===== src/rtl/hapara_axis_id_gen_2d.sv =====
// 2-D work-group ID sweep over AXI4-Stream, X fastest, TDEST round-robin.
// Optional terminator beat: define HAPARA_IDGEN_TERM_EN.
module hapara_axis_id_gen_2d #(
    parameter int ID_WIDTH   = 16,
    parameter int NUM_DEST   = 4,
    parameter int DEST_WIDTH = 2
) (
    input  logic                    ACLK,
    input  logic                    ARESET,
    input  logic                    cfg_wr_en,
    input  logic [1:0]              cfg_addr,
    input  logic [2*ID_WIDTH-1:0]   cfg_wdata,
    output logic                    busy,
    output logic                    done,
    output logic [2*ID_WIDTH-1:0]   m_axis_tdata,
    output logic [DEST_WIDTH-1:0]   m_axis_tdest,
    output logic                    m_axis_tvalid,
    input  logic                    m_axis_tready,
    output logic                    m_axis_tlast
);

    localparam int DW = 2 * ID_WIDTH;
    localparam logic [DEST_WIDTH-1:0] LAST_DEST = DEST_WIDTH'(NUM_DEST - 1);

    typedef enum logic [1:0] {IDLE, RUN, TERM, DONE} state_t;

`ifdef HAPARA_IDGEN_TERM_EN
    localparam state_t END_STATE = TERM;
`else
    localparam state_t END_STATE = DONE;
`endif

    state_t state, stateNxt;

    logic [ID_WIDTH-1:0]   orgX, orgY, lenX, lenY;
    logic [ID_WIDTH-1:0]   shX, shY, shLx, cntX, cntY;
    logic [DW-1:0]         lastBeat, beatCnt;
    logic [DEST_WIDTH-1:0] destCnt;
    logic                  start, zeroLen, hs, runLast;

    assign start   = cfg_wr_en && (cfg_addr == 2'd2) && cfg_wdata[0];
    assign zeroLen = (lenX == '0) || (lenY == '0);
    assign hs      = m_axis_tvalid && m_axis_tready;
    assign runLast = (state == RUN) && (beatCnt == lastBeat);
    assign busy    = (state != IDLE);

    always_ff @(posedge ACLK) begin
        if (ARESET) state <= IDLE;
        else        state <= stateNxt;
    end

    always_comb begin
        stateNxt = state;
        case (state)
            IDLE:    if (start) stateNxt = zeroLen ? END_STATE : RUN;
            RUN:     if (hs && runLast) stateNxt = END_STATE;
            TERM:    if (hs) stateNxt = DONE;
            DONE:    stateNxt = IDLE;
            default: stateNxt = IDLE;
        endcase
    end

    // Beat contents are derived from held counters, so they stay stable under stall.
    always_comb begin
        m_axis_tvalid = (state == RUN) || (state == TERM);
        m_axis_tlast  = runLast || (state == TERM);
        m_axis_tdata  = '0;
        m_axis_tdest  = '0;
        if (state == RUN) begin
            m_axis_tdata = {shY + cntY, shX + cntX};
            m_axis_tdest = destCnt;
        end else if (state == TERM) begin
            m_axis_tdata = '1;
        end
    end

    always_ff @(posedge ACLK) begin
        if (ARESET) begin
            orgX     <= '0;
            orgY     <= '0;
            lenX     <= '0;
            lenY     <= '0;
            shX      <= '0;
            shY      <= '0;
            shLx     <= '0;
            cntX     <= '0;
            cntY     <= '0;
            lastBeat <= '0;
            beatCnt  <= '0;
            destCnt  <= '0;
            done     <= 1'b0;
        end else begin
            if (state == IDLE && cfg_wr_en) begin
                case (cfg_addr)
                    2'd0:    {orgY, orgX} <= cfg_wdata;
                    2'd1:    {lenY, lenX} <= cfg_wdata;
                    default: ;
                endcase
            end
            // Shadow the configuration so host writes cannot disturb a sweep.
            if (state == IDLE && start) begin
                shX      <= orgX;
                shY      <= orgY;
                shLx     <= lenX;
                lastBeat <= DW'(lenX) * DW'(lenY) - DW'(1);
                cntX     <= '0;
                cntY     <= '0;
                beatCnt  <= '0;
                destCnt  <= '0;
                done     <= 1'b0;
            end
            if (state == RUN && hs) begin
                beatCnt <= beatCnt + DW'(1);
                if (cntX == shLx - ID_WIDTH'(1)) begin
                    cntX <= '0;
                    cntY <= cntY + ID_WIDTH'(1);
                end else begin
                    cntX <= cntX + ID_WIDTH'(1);
                end
                destCnt <= (destCnt == LAST_DEST) ? '0 : destCnt + DEST_WIDTH'(1);
            end
            if (state != DONE && stateNxt == DONE) done <= 1'b1;
        end
    end

endmodule


===== config.mk =====
export PLATFORM = sky130hd
export DESIGN_NAME = hapara_axis_id_gen_2d
export DESIGN_NICKNAME = d
export VERILOG_FILES = /design/src/rtl/hapara_axis_id_gen_2d.sv
export SDC_FILE = /design/constraint.sdc
export NUM_CORES = 1
export LEC_CHECK = 0
export BUFFER_PORTS_ARGS = -buffer_cell sky130_fd_sc_hd__buf_2
export CORE_ASPECT_RATIO = 0.5
export CORE_MARGIN = 3
export CORE_UTILIZATION = 60
export CTS_BUF_LIST = sky130_fd_sc_hd__clkbuf_2 sky130_fd_sc_hd__clkbuf_4 sky130_fd_sc_hd__clkbuf_8
export DETAILED_ROUTE_END_ITERATION = 6
export PLACE_DENSITY = 0.83
export SYNTH_ARGS = -nofsm -noshare
export SYNTH_HDL_FRONTEND = slang
export SYNTH_SLANG_ARGS = --single-unit

===== constraint.sdc =====
create_clock -name ACLK -period 12.59 [get_ports ACLK]
set_input_delay 0.6295 -clock ACLK [delete_from_list [all_inputs] [get_ports ACLK]]
set_output_delay 0.6295 -clock ACLK [all_outputs]
set_load 0.02 [all_outputs]

==> impl_summary.log, run 1 <==
INFO  metric design.portCount = 76
INFO  metric antenna_found_initial = 1
INFO  metric number_of_flops_mapped_to_enable_cells_by_yosys = 0
INFO  metric slew-limit-headroom = 20.84%
INFO  metric number_of_global_route_vias_before_repair = 16,340
INFO  metric final-seq-area = 4264 µm²
INFO  metric irDropWorstVdd = 0.00005935 V
INFO  metric setup_violations = 0
INFO  metric crit_type = flip-flop to flip-flop
INFO  metric pwr_density_cell = 97.16 nW/µm²
INFO  metric first_pass_iters = 7
INFO  metric syn_area_per_cell = 7.997 µm²
INFO  metric global_route_wire_length_before_repair = 81,920 µm
INFO  metric grtUsageTotal = 28.21%
INFO  metric fp.dieW = 263.2 µm
INFO  metric cts_max_path_buffers = 3
INFO  metric worstPathRequired = 13.02 ns
INFO  metric static_leakage = 9.150 nW
INFO  metric cp_cell_sequence = nand2_1, fa_1, fa_1, inv_1, ha_1, inv_1, fa_1, inv_1, fa_1, inv_1, fa_1, inv_1, ha_1, o21ai_0, o21ai_0, o211ai_1, o221ai_1, a2bb2oi_1, a31oi_1, o2111a_1, a221o_1
INFO  metric finalHoldViolCount = 0
INFO  metric critical_path.max_stage_delay = 0.80 ns
INFO  metric fin_ws = 5.852 ns
INFO  metric failed_checks = design-rule violations
INFO  metric filler_cell_count = 2,610
INFO  metric rsz0062_at_grt = no
INFO  metric status = finished, violations left
INFO  metric die_h = 134.6 µm
INFO  metric share_of_final_layout_standard_cells_stronger_than_drive_strength_1 = 7.010%
INFO  metric wire_per_inst = 17.11 µm
INFO  metric post_cts_setup_buffer_count = 0
INFO  metric mappedNetlistArea = 19,850 µm²
INFO  metric maximum_capacitance_violations = 0
INFO  metric design_area = 21,020 µm²
INFO  metric period_minus_slack = 6.738 ns
INFO  metric worst_hold_slack = 0.3431 ns
INFO  metric maxSlewViolCount = 0
INFO  metric antenna_nets_post_route = 0
INFO  metric worst_clock_skew = 0.01777 ns
INFO  metric cts_clock_pin_slew_for_the_worst_setup_and_hold_paths = 0.07 ns
INFO  metric synthToLayoutAreaGrowth = 5.875%
INFO  metric cts-hold-fix-buffers = 0
INFO  metric timing.fmax = 0.1484 GHz
INFO  metric synth-seq-cells = 213
INFO  metric drt-vias-per-instance = 5.857
INFO  metric multiInputGateArea = 13,920 µm²
INFO  metric seq_area_frac_synth = 21.48%
INFO  metric fin_crit_sh = 53.52%
INFO  metric worst-slew-pin-transition = 1.177 ns
INFO  metric critical_path.slowest_cell = dfxtp_1
INFO  metric holdCritPathClass = input port to flip-flop
INFO  metric dp_cells = 2,852
INFO  metric synthFlopType = dfxtp_1
INFO  metric grt_overflow = 0
INFO  metric synth-async-reset-ratio = 0%
INFO  metric timing.critical_path.from_type = flip-flop
INFO  metric detailedPlace.worstSlack = 5.968 ns
INFO  metric path_max_fanout = 19
INFO  metric placed_area = 20,280 µm²
INFO  metric cts_buffers = 34
INFO  metric via_count = 17,070
INFO  metric placeableCoreArea = 32,120 µm²
INFO  metric route.detailed.drc = 4
INFO  metric initial_core_utilization = 61.80%
INFO  metric mappedNetlistNets = 2,876
INFO  metric die_area = 35,430 µm²
INFO  metric finalWeightedCongestion = 0.8979
INFO  metric detailedPlacementHpwl = 37,510 µm
INFO  metric cts_repair_resize_count = 0
INFO  metric yosys_cell_types = 71
INFO  metric port_buffer_cells = 75
INFO  metric clockRootBuffer = clkbuf_8
INFO  metric crit_buf_inv = 5
INFO  metric largest_net_degree_at_the_start_of_global_routing = 123
INFO  metric finish.cell_count_without_fillers = 2,915
INFO  metric arrival = 7.17 ns
INFO  metric tritoncts = done
INFO  metric critPathTopFamily = adder cells
INFO  metric fin_setup_tns = 0 ns
INFO  metric clock_sinks = 213
INFO  metric final_net_count = 2,850
INFO  metric end_kind = flip-flop
INFO  metric placement_rows = 46
INFO  metric clock_insertion_delay_at_the_later_pin_of_the_skew_report = 0.55 ns
INFO  metric aggregate_routed_wire_length = 49,870 µm
INFO  metric postSynthCellCount = 2,482
INFO  metric htree_levels = 2
INFO  metric initialDrtViolationCount = 1,484
INFO  metric synth-warning-count = 0
[per-layer routing]
metal	routed length, µm	global-route usage, %
met5	0	0
met4	1540	9.444
met3	4350	4.260
met2	22740	45.84
met1	21240	39.04
[area by class of cell]
class | instances | share of cell area (%)
inverters | 295 | 5.269
flip-flops and latches | 213 | 20.29
multi-input cells | 1828 | 66.22
clock buffers | 56 | 3.161
clock inverters | 6 | 0.3334
repair buffers | 84 | 2.137
well taps | 432 | 2.572
diodes | 1 | 0.01191
[registers in the layout, indices dropped and copies added (netlist names)]
register	flops
lenY	16
orgX	16
shX	16
lenX	16
shLx	16
orgY	16
shY	16
beatCnt	32
lastBeat	32
done	1
state	2
cntY	16
destCnt	2
cntX	16
[cells in the final DEF (no fill, tap or decap), types with 17 or more instances in the layout]
cell,synthesis,layout
dfxtp_1,213,213
nand2b_1,20,20
nor2_1,94,94
a21o_1,26,26
a21oi_1,207,207
nand4_1,29,29
xnor2_1,73,73
and3_1,30,30
clkbuf_8,0,39
o211ai_1,17,17
buf_2,1,74
xor2_1,34,34
nor4_1,17,17
clkbuf_4,0,17
nand3_1,54,54
nand2_1,522,521
and2_1,97,96
inv_1,295,295
o21ai_0,64,64
ha_1,147,147
fa_1,209,209
[through the flow]
step | power, mW | util, %
floorplan | 1.205 | -
global placement | 1.385 | 63.14
detailed placement | 1.396 | 63.14
CTS | 2.039 | 65.43
global route | 2.140 | 65.44
finish | 2.042 | 65.44
[path summary, 6_finish.rpt]
path | start | to | slack, ns | cells after the start
max | lenX[7] | lastBeat[31] | 5.85 | 21
min | cfg_wdata[25] | orgY[9] | 0.34 | 3
max reg2reg | lenX[7] | lastBeat[31] | 5.85 | 21
min reg2reg | orgX[0] | shX[0] | 0.45 | 2
[logic make-up (layout without fill, tap and decap cells)]
logic type,after synthesis,count (layout),synth area share (%)
and+or+nand+nor,949,949,22.16
buffers and inverters,441,441,8.422
AOI/OAI and AO/OA,407,407,12.32
adders and majority gates,356,356,30.35
DFF,213,213,21.48
xor gates and xnor gates,107,107,4.721
muxes,9,9,0.5484
other,0,1,0
[power by group]
part           switching (mW)  internal (mW)
Sequential             0.0558          0.701
Combinational           0.413          0.223
Clock                   0.291          0.357
[worst register-to-register path: cells and delay by family (launching register included)]
| kind | cells | cell delay (ns) |
|---|---|---|
| adders and majority gates | 7 | 3.17 |
| AOI/OAI and AO/OA | 8 | 2.27 |
| DFF | 1 | 0.80 |
| and+or+nand+nor | 1 | 0.18 |
| buffers and inverters | 5 | 0.25 |
[cells in the mapped netlist (all sizes together) (14+ instances only)]
master  instances  area, µm²
nand2         522       1959
inv           295       1107
dfxtp         213       4264
fa            209       4184
a21oi         207       1036
ha            147       1839
clkbuf        137      514.2
and2           98      615.6
nor2           94      352.8
xnor2          73      639.4
o21ai          65      329.1
nand3          55      280.3
xor2           34      297.8
and3           30      187.7
nand4          29      181.4
a21o           26      195.2
nand2b         20      125.1
nor4           19      140.1
o211ai         17      127.6
a211oi         14      105.1
a31oi          14      87.58
nor2b          14      87.58
or3            14      87.58
No activity file was read; power rests on OpenSTA's default activity.
==> run 2, diff against run 1 <==
ABC_AREA = 1   (was not set)
CORE_UTILIZATION = 59   (was 60)
PLACE_DENSITY = 0.84   (was 0.83)
clock period = 5.6 ns   (was 12.59 ns; I/O delays follow)
==> run 2 against run 1 <==
Compared with the run above: global-route usage increased by 3.0 points; critical path depth increased by 3; power increased to 3.8 times the previous value; first-iteration DRC count increased by 47%; sequential share of layout area decreased by 2.2 points; sequential power increased by 140%; the flow now finishes without violations; cell count increased by 24%; largest cell class unchanged; worst hold slack got worse by 0.32 ns.
==> impl_summary.log, run 2 <==
INFO  metric postSynthCellCount = 3,016
INFO  metric fin_total_pwr = 7.807 mW
INFO  metric irDropWorstVdd = 0.0002980 V
INFO  metric clock_sinks = 213
INFO  metric final_net_count = 3,501
INFO  metric design.portCount = 76
INFO  metric fin_ws = 0.2042 ns
INFO  metric critical_path.slowest_cell = fa_1
INFO  metric finalHoldViolCount = 0
INFO  metric critical_path.max_stage_delay = 0.51 ns
INFO  metric finalWeightedCongestion = 0.9628
INFO  metric syn_area_per_cell = 7.040 µm²
INFO  metric initialDrtViolationCount = 2,188
INFO  metric filler_cell_count = 2,874
INFO  metric drt-vias-per-instance = 5.625
INFO  metric path_max_fanout = 6
INFO  metric final-seq-area = 4308 µm²
INFO  metric cts_max_path_buffers = 3
INFO  metric library_cell_with_the_highest_instance_count_after_synthesis = nand2_1
INFO  metric fin_setup_tns = 0 ns
INFO  metric seq_area_frac_synth = 20.08%
INFO  metric first_pass_iters = 6
INFO  metric timing.critical_path.from_type = flip-flop
INFO  metric antenna_nets_post_route = 0
INFO  metric maximum_capacitance_violations = 0
INFO  metric maxSlewViolCount = 0
INFO  metric synth-async-reset-ratio = 0%
INFO  metric layout_top_registers = beatCnt: 32 flops, lastBeat: 32 flops
INFO  metric cts_clock_pin_slew_for_the_worst_setup_and_hold_paths = 0.07 ns
INFO  metric post-synth-top-area-cell = dfxtp_1
INFO  metric cp_cell_sequence = buf_4, nand2_1, inv_1, fa_1, inv_1, fa_1, fa_1, inv_1, fa_1, fa_1, inv_1, fa_1, inv_1, ha_4, nand2_1, nor2_2, nand3_1, nand3b_1, buf_4, nand4_1, nand3_1, nand3_1, nand2_1, inv_1
INFO  metric fin_crit_sh = 96.35%
INFO  metric layout_common_cells = nand2_1 (625), inv_1 (580), nor2_1 (273)
INFO  metric setup_violations = 0
INFO  metric share_of_final_layout_standard_cells_stronger_than_drive_strength_1 = 10.88%
INFO  metric die_area = 38,440 µm²
INFO  metric final_common_cell = nand2_1
INFO  metric port_buffer_cells = 75
INFO  metric die_h = 140.1 µm
INFO  metric placeableCoreArea = 34,950 µm²
INFO  metric largest_net_degree_at_the_start_of_global_routing = 91
INFO  metric antenna_found_initial = 2
INFO  metric worst-slew-pin-transition = 1.009 ns
INFO  metric detailedPlacementHpwl = 45,760 µm
INFO  metric critPathTopFamily = adder cells
INFO  metric synthToLayoutAreaGrowth = 12.02%
INFO  metric synthFlopType = dfxtp_1
INFO  metric worst_clock_skew = 0.03239 ns
INFO  metric synth-warning-count = 0
INFO  metric synthTopCellsByCount = nand2_1 (631), inv_1 (582), nor2_1 (281), o21ai_0 (217), dfxtp_1 (213)
INFO  metric yosys_cell_types = 46
INFO  metric grtUsageTotal = 31.20%
INFO  metric ys_top_cells_by_area = dfxtp_1 (20%), fa_1 (20%), nand2_1 (11%)
INFO  metric status = completed
INFO  metric crit_type = flip-flop to flip-flop
INFO  metric route.detailed.drc = 0
INFO  metric timing.fmax = 0.1853 GHz
INFO  metric pwr_density_cell = 328.3 nW/µm²
INFO  metric arrival = 5.86 ns
INFO  metric initial_core_utilization = 60.74%
INFO  metric rrSetupSlack = 0.20 ns
INFO  metric wire_per_inst = 16.58 µm
INFO  metric period_minus_slack = 5.396 ns
INFO  metric cts_buffers = 35
INFO  metric worst_hold_slack = 0.02162 ns
INFO  metric worstPathRequired = 6.06 ns
INFO  metric clock_insertion_delay_at_the_later_pin_of_the_skew_report = 0.58 ns
INFO  metric clockRootBuffer = clkbuf_8
INFO  metric mappedNetlistNets = 3,410
INFO  metric multiInputGateArea = 14,390 µm²
INFO  metric holdCritPathClass = input port to flip-flop
INFO  metric number_of_global_route_vias_before_repair = 19,610
INFO  metric grt_overflow = 0
INFO  metric tritoncts = done
INFO  metric aggregate_routed_wire_length = 59,840 µm
INFO  metric number_of_flops_mapped_to_enable_cells_by_yosys = 0
INFO  metric synth_top_area_share = 20.08%
INFO  metric crit_buf_inv = 8
INFO  metric placement_rows = 48
INFO  metric static_leakage = 12.21 nW
INFO  metric mappedNetlistArea = 21,230 µm²
INFO  metric synth-seq-cells = 213
INFO  metric via_count = 20,300
INFO  metric global_route_wire_length_before_repair = 97,680 µm
INFO  metric detailedPlace.worstSlack = -0.1133 ns
INFO  metric slew-limit-headroom = 32.30%
INFO  metric htree_levels = 2
INFO  metric end_kind = flip-flop
INFO  metric fp.dieW = 274.3 µm
==> run 2: final cells by class <==
type / count / area share (%)
Multi-Input combinational cell: 2070 / 60.51
Sequential cell: 213 / 18.11
Inverter: 588 / 9.286
Timing Repair Buffer: 199 / 6.140
Clock buffer: 57 / 3.036
Tap cell: 475 / 2.499
Clock inverter: 6 / 0.4104
Antenna cell: 1 / 0.01052
==> run 2: cell families after synthesis <==
family	count (synthesis)	share of synthesized area (%)
compound gates	468	11.85
xor+xnor	86	3.618
simple gates	1160	22.93
buf+inv	733	13.15
flops	213	20.08
fa+ha+maj	356	28.37
==> run 2: metrics by stage <==
| step | std cells | utilization [%] | area, µm² |
|---|---|---|---|
| floorplan | 3016 | - | 21230 |
| global placement | 3519 | 64.24 | 22450 |
| detailed placement | 3519 | 64.24 | 22450 |
| CTS | 3607 | 67.36 | 23550 |
| global route | 3609 | 68.04 | 23780 |
| finish | 3609 | 68.04 | 23780 |
==> run 2: repair_timing <==
item	4_1_cts	5_1_grt
gates resized for setup	10	77
buffers inserted	0	1
pin swaps	1	10
endpoints found under the setup margin	13	22
hold buffers	25	0
hold endpoints to repair	32	0
==> run 2: routing by layer <==
| layer | wire length [µm] | up-vias | track usage (%) |
|---|---|---|---|
| met5 | 10 | - | 0 |
| met4 | 1884 | 2 | 10.21 |
| met3 | 5608 | 162 | 5.204 |
| met2 | 27170 | 999 | 49.60 |
| met1 | 25160 | 9613 | 43.56 |
| li1 | - | 9525 | - |
==> run 2: power by group <==
part / leakage (nW) / switching [mW] / total [mW] / internal, mW
clock network: 0.428 / 0.698 / 1.61 / 0.915
logic: 10.0 / 2.75 / 4.41 / 1.65
registers: 1.74 / 0.153 / 1.79 / 1.63
total: 12.2 / 3.61 / 7.81 / 4.20
==> run 2: final timing paths <==
kind / startpoint / endpoint / cells after the start
setup / recovery: lenY[3] / lastBeat[30] / 24
hold / removal: cfg_wdata[12] / orgX[12] / 3
setup reg to reg: lenY[3] / lastBeat[30] / 24
hold reg to reg: done / done / 2
==> run 2: worst reg2reg max path: cells and delay by family, from the launching register on <==
family / cells / cell delay [ns]
adder cells (fa/ha/maj): 7 / 3.22
buffers and inverters: 8 / 0.66
flip-flops: 1 / 0.37
AND/OR/NAND/NOR: 9 / 1.04
==> run 3, diff against run 2 <==
PLACE_DENSITY = 0.78   (was 0.84)
==> run 3 against run 2 <==
Compared with the run above: sequential power barely moved; sequential share of layout area rose by 0.22 points; combinational power fell by 2%; fmax fell by 0.22%; power fell by 2.3%; critical endpoint is now lastBeat[14].
==> impl_summary.log, run 3 (synthesized netlist as in run 2, its figures left out) <==
INFO  metric rrSetupSlack = 0.19 ns
INFO  metric final_common_cell = nand2_1
INFO  metric irDropWorstVdd = 0.0002640 V
INFO  metric share_of_final_layout_standard_cells_stronger_than_drive_strength_1 = 10.28%
INFO  metric htree_levels = 2
INFO  metric drt-vias-per-instance = 5.536
INFO  metric initialDrtViolationCount = 2,136
INFO  metric tritoncts = done
INFO  metric arrival = 5.83 ns
INFO  metric holdCritPathClass = input port to flip-flop
INFO  metric finalWeightedCongestion = 0.9309
INFO  metric final_net_count = 3,484
INFO  metric r2r-start = lenX[8]
INFO  metric antenna_nets_post_route = 0
INFO  metric power_frac_clock = 20.1%
INFO  metric period_minus_slack = 5.407 ns
INFO  metric diodes = 0
INFO  metric filler_cell_count = 2,998
INFO  metric static_leakage = 12.08 nW
INFO  metric aggregate_routed_wire_length = 61,370 µm
INFO  metric met3_wirelength = 6412 µm
INFO  metric worst_hold_slack = 0.03231 ns
INFO  metric reg2regPathDepth = 22
INFO  metric synthToLayoutAreaGrowth = 10.85%
INFO  metric layout_common_cells = nand2_1 (623), inv_1 (581), nor2_1 (274)
INFO  metric path_max_fanout = 16
INFO  metric status = completed
INFO  metric fin_ws = 0.1925 ns
INFO  metric worstPathRequired = 6.02 ns
INFO  metric layout_top_registers = beatCnt: 32 flops, lastBeat: 32 flops
INFO  metric number_of_global_route_vias_before_repair = 18,780
INFO  metric die_h = 140.1 µm
INFO  metric cts_max_path_buffers = 3
INFO  metric grtUsageTotal = 31.84%
INFO  metric global_route_wire_length_before_repair = 98,350 µm
INFO  metric pwr-share-comb = 56.4%
INFO  metric hold_end = lenX[1]
INFO  metric clockRootBuffer = clkbuf_8
INFO  metric detailedPlace.worstSlack = -0.08374 ns
INFO  metric wire_per_inst = 17.10 µm
INFO  metric end_kind = flip-flop
INFO  metric timing.critical_path.from_type = flip-flop
INFO  metric finish.cell_count_without_fillers = 3,589
INFO  metric fp.dieW = 274.3 µm
INFO  metric port_buffer_cells = 75
INFO  metric worst_clock_skew = 0.04053 ns
INFO  metric via_count = 19,870
INFO  metric min_path_cells = 3
INFO  metric cts_buffers = 35
INFO  metric end_of_the_worst_register_to_register_path = lastBeat[14]
INFO  metric dr_wl_met2 = 26,410 µm
INFO  metric detailedPlacementHpwl = 46,610 µm
INFO  metric first_pass_iters = 7
INFO  metric dp_cells = 3,513
INFO  metric finalHoldViolCount = 0
INFO  metric largest_net_degree_at_the_start_of_global_routing = 112
INFO  metric die_area = 38,440 µm²
INFO  metric placeableCoreArea = 34,950 µm²
INFO  metric final-seq-area = 4315 µm²
INFO  metric p_sw = 3.572 mW
INFO  metric crit_type = flip-flop to flip-flop
INFO  metric swShare = 46.84%
INFO  metric grt_overflow = 0
INFO  metric design.portCount = 76
INFO  metric multiInputGateArea = 14,350 µm²
INFO  metric holdCritStartpoint = cfg_wdata[1]
INFO  metric initial_core_utilization = 60.74%
INFO  metric clock_insertion_delay_at_the_later_pin_of_the_skew_report = 0.57 ns
INFO  metric setup_violations = 0
INFO  metric cts_clock_pin_slew_for_the_worst_setup_and_hold_paths = 0.07 ns
INFO  metric timing.fmax = 0.1849 GHz
INFO  metric pwr_density_cell = 324.0 nW/µm²
INFO  metric fin_crit_sh = 96.56%
INFO  metric clock_sinks = 213
INFO  metric worst-slew-pin-transition = 1.083 ns
INFO  metric maxSlewViolCount = 0
INFO  metric slew-limit-headroom = 27.70%
INFO  metric p_int = 4.053 mW
INFO  metric routedLengthMet1 = 27,180 µm
INFO  metric top_layer_used = met4
INFO  metric placement_rows = 48
INFO  metric route.detailed.drc = 0
INFO  metric maximum_capacitance_violations = 0
INFO  metric antenna_found_initial = 0
INFO  metric power_frac_seq = 23.6%
## run 3: cell types whose count changed in the layout (fill, tap and decap cells not counted), moves of 3 or more
cell,delta
dfxtp_2,-9
a21oi_1,+4
dfxtp_4,+5
dlygate4sd3_1,-11
clkinv_2,+3
buf_4,-6
clkbuf_8,-4
dfxtp_1,+4
a21oi_2,-4
## run 3: metal layers
metal  GRT usage, %  vias to the layer above
met4          7.948                        0
met1          46.65                     9374
li1               -                     9489
met2          48.11                      898
met5              0                        -
met3          6.676                      108
## run 3: worst max-delay path, stage by stage (launching register included)
cell      delay (ns)
dfxtp_2         0.38
buf_12          0.18
nand2_1         0.09
fa_1            0.50
fa_1            0.54
inv_1           0.05
fa_1            0.49
inv_1           0.05
fa_1            0.57
fa_1            0.44
fa_1            0.49
inv_1           0.05
ha_2            0.30
nand2_1         0.08
nand2_1         0.06
nand3_1         0.07
nand2_1         0.06
nand3b_1        0.28
buf_4           0.21
a21oi_1         0.10
o21ai_0         0.10
o211ai_1        0.09
inv_1           0.06
## run 3: worst max path at each step
stage | start | endpoint | cells past startpoint
final | lenX[8] | lastBeat[14] | 22
after global routing | lenX[4] | lastBeat[14] | 25
after CTS | lenY[8] | lastBeat[29] | 23
after detailed placement | lenY[2] | lastBeat[29] | 20
after global placement | lenY[5] | lastBeat[29] | 20
after floorplan | lenX[15] | lastBeat[28] | 23
## run 3: what timing repair did
action	CTS	global route
endpoints found under the setup margin	10	22
endpoints found under the hold margin	19	0
buffers inserted	0	1
resized for setup	4	73
pin swaps	0	9
hold buffers	14	0
## run 3: stage by stage
step / instance area [µm²] / power, mW / utilization (%) / TNS [ns]
2_1_floorplan: 21230 / 4.320 / - / 0
3_3_place_gp: 22430 / 5.715 / 64.16 / -0.03412
3_5_place_dp: 22430 / 5.757 / 64.16 / -0.3856
4_1_cts: 23320 / 7.294 / 66.72 / 0
5_1_grt: 23540 / 8.204 / 67.33 / -0.04541
6_report: 23540 / 7.625 / 67.33 / 0
## run 3: power groups by stage
stage	Clock, mW	Sequential (mW)	Combinational (mW)
final	1.53	1.80	4.30
after detailed placement	0	1.81	3.94
after CTS	1.53	1.78	3.98
after global placement	0	1.81	3.90
after floorplan	0	1.71	2.61
after global routing	1.60	1.81	4.79
## run 3: cell type report
class / count / area share [%]
Clock buffer: 52 / 2.802
Clock inverter: 9 / 0.3881
Inverter: 588 / 9.383
Multi-Input combinational cell: 2070 / 60.98
Sequential cell: 213 / 18.34
Tap cell: 475 / 2.525
Timing Repair Buffer: 182 / 5.582
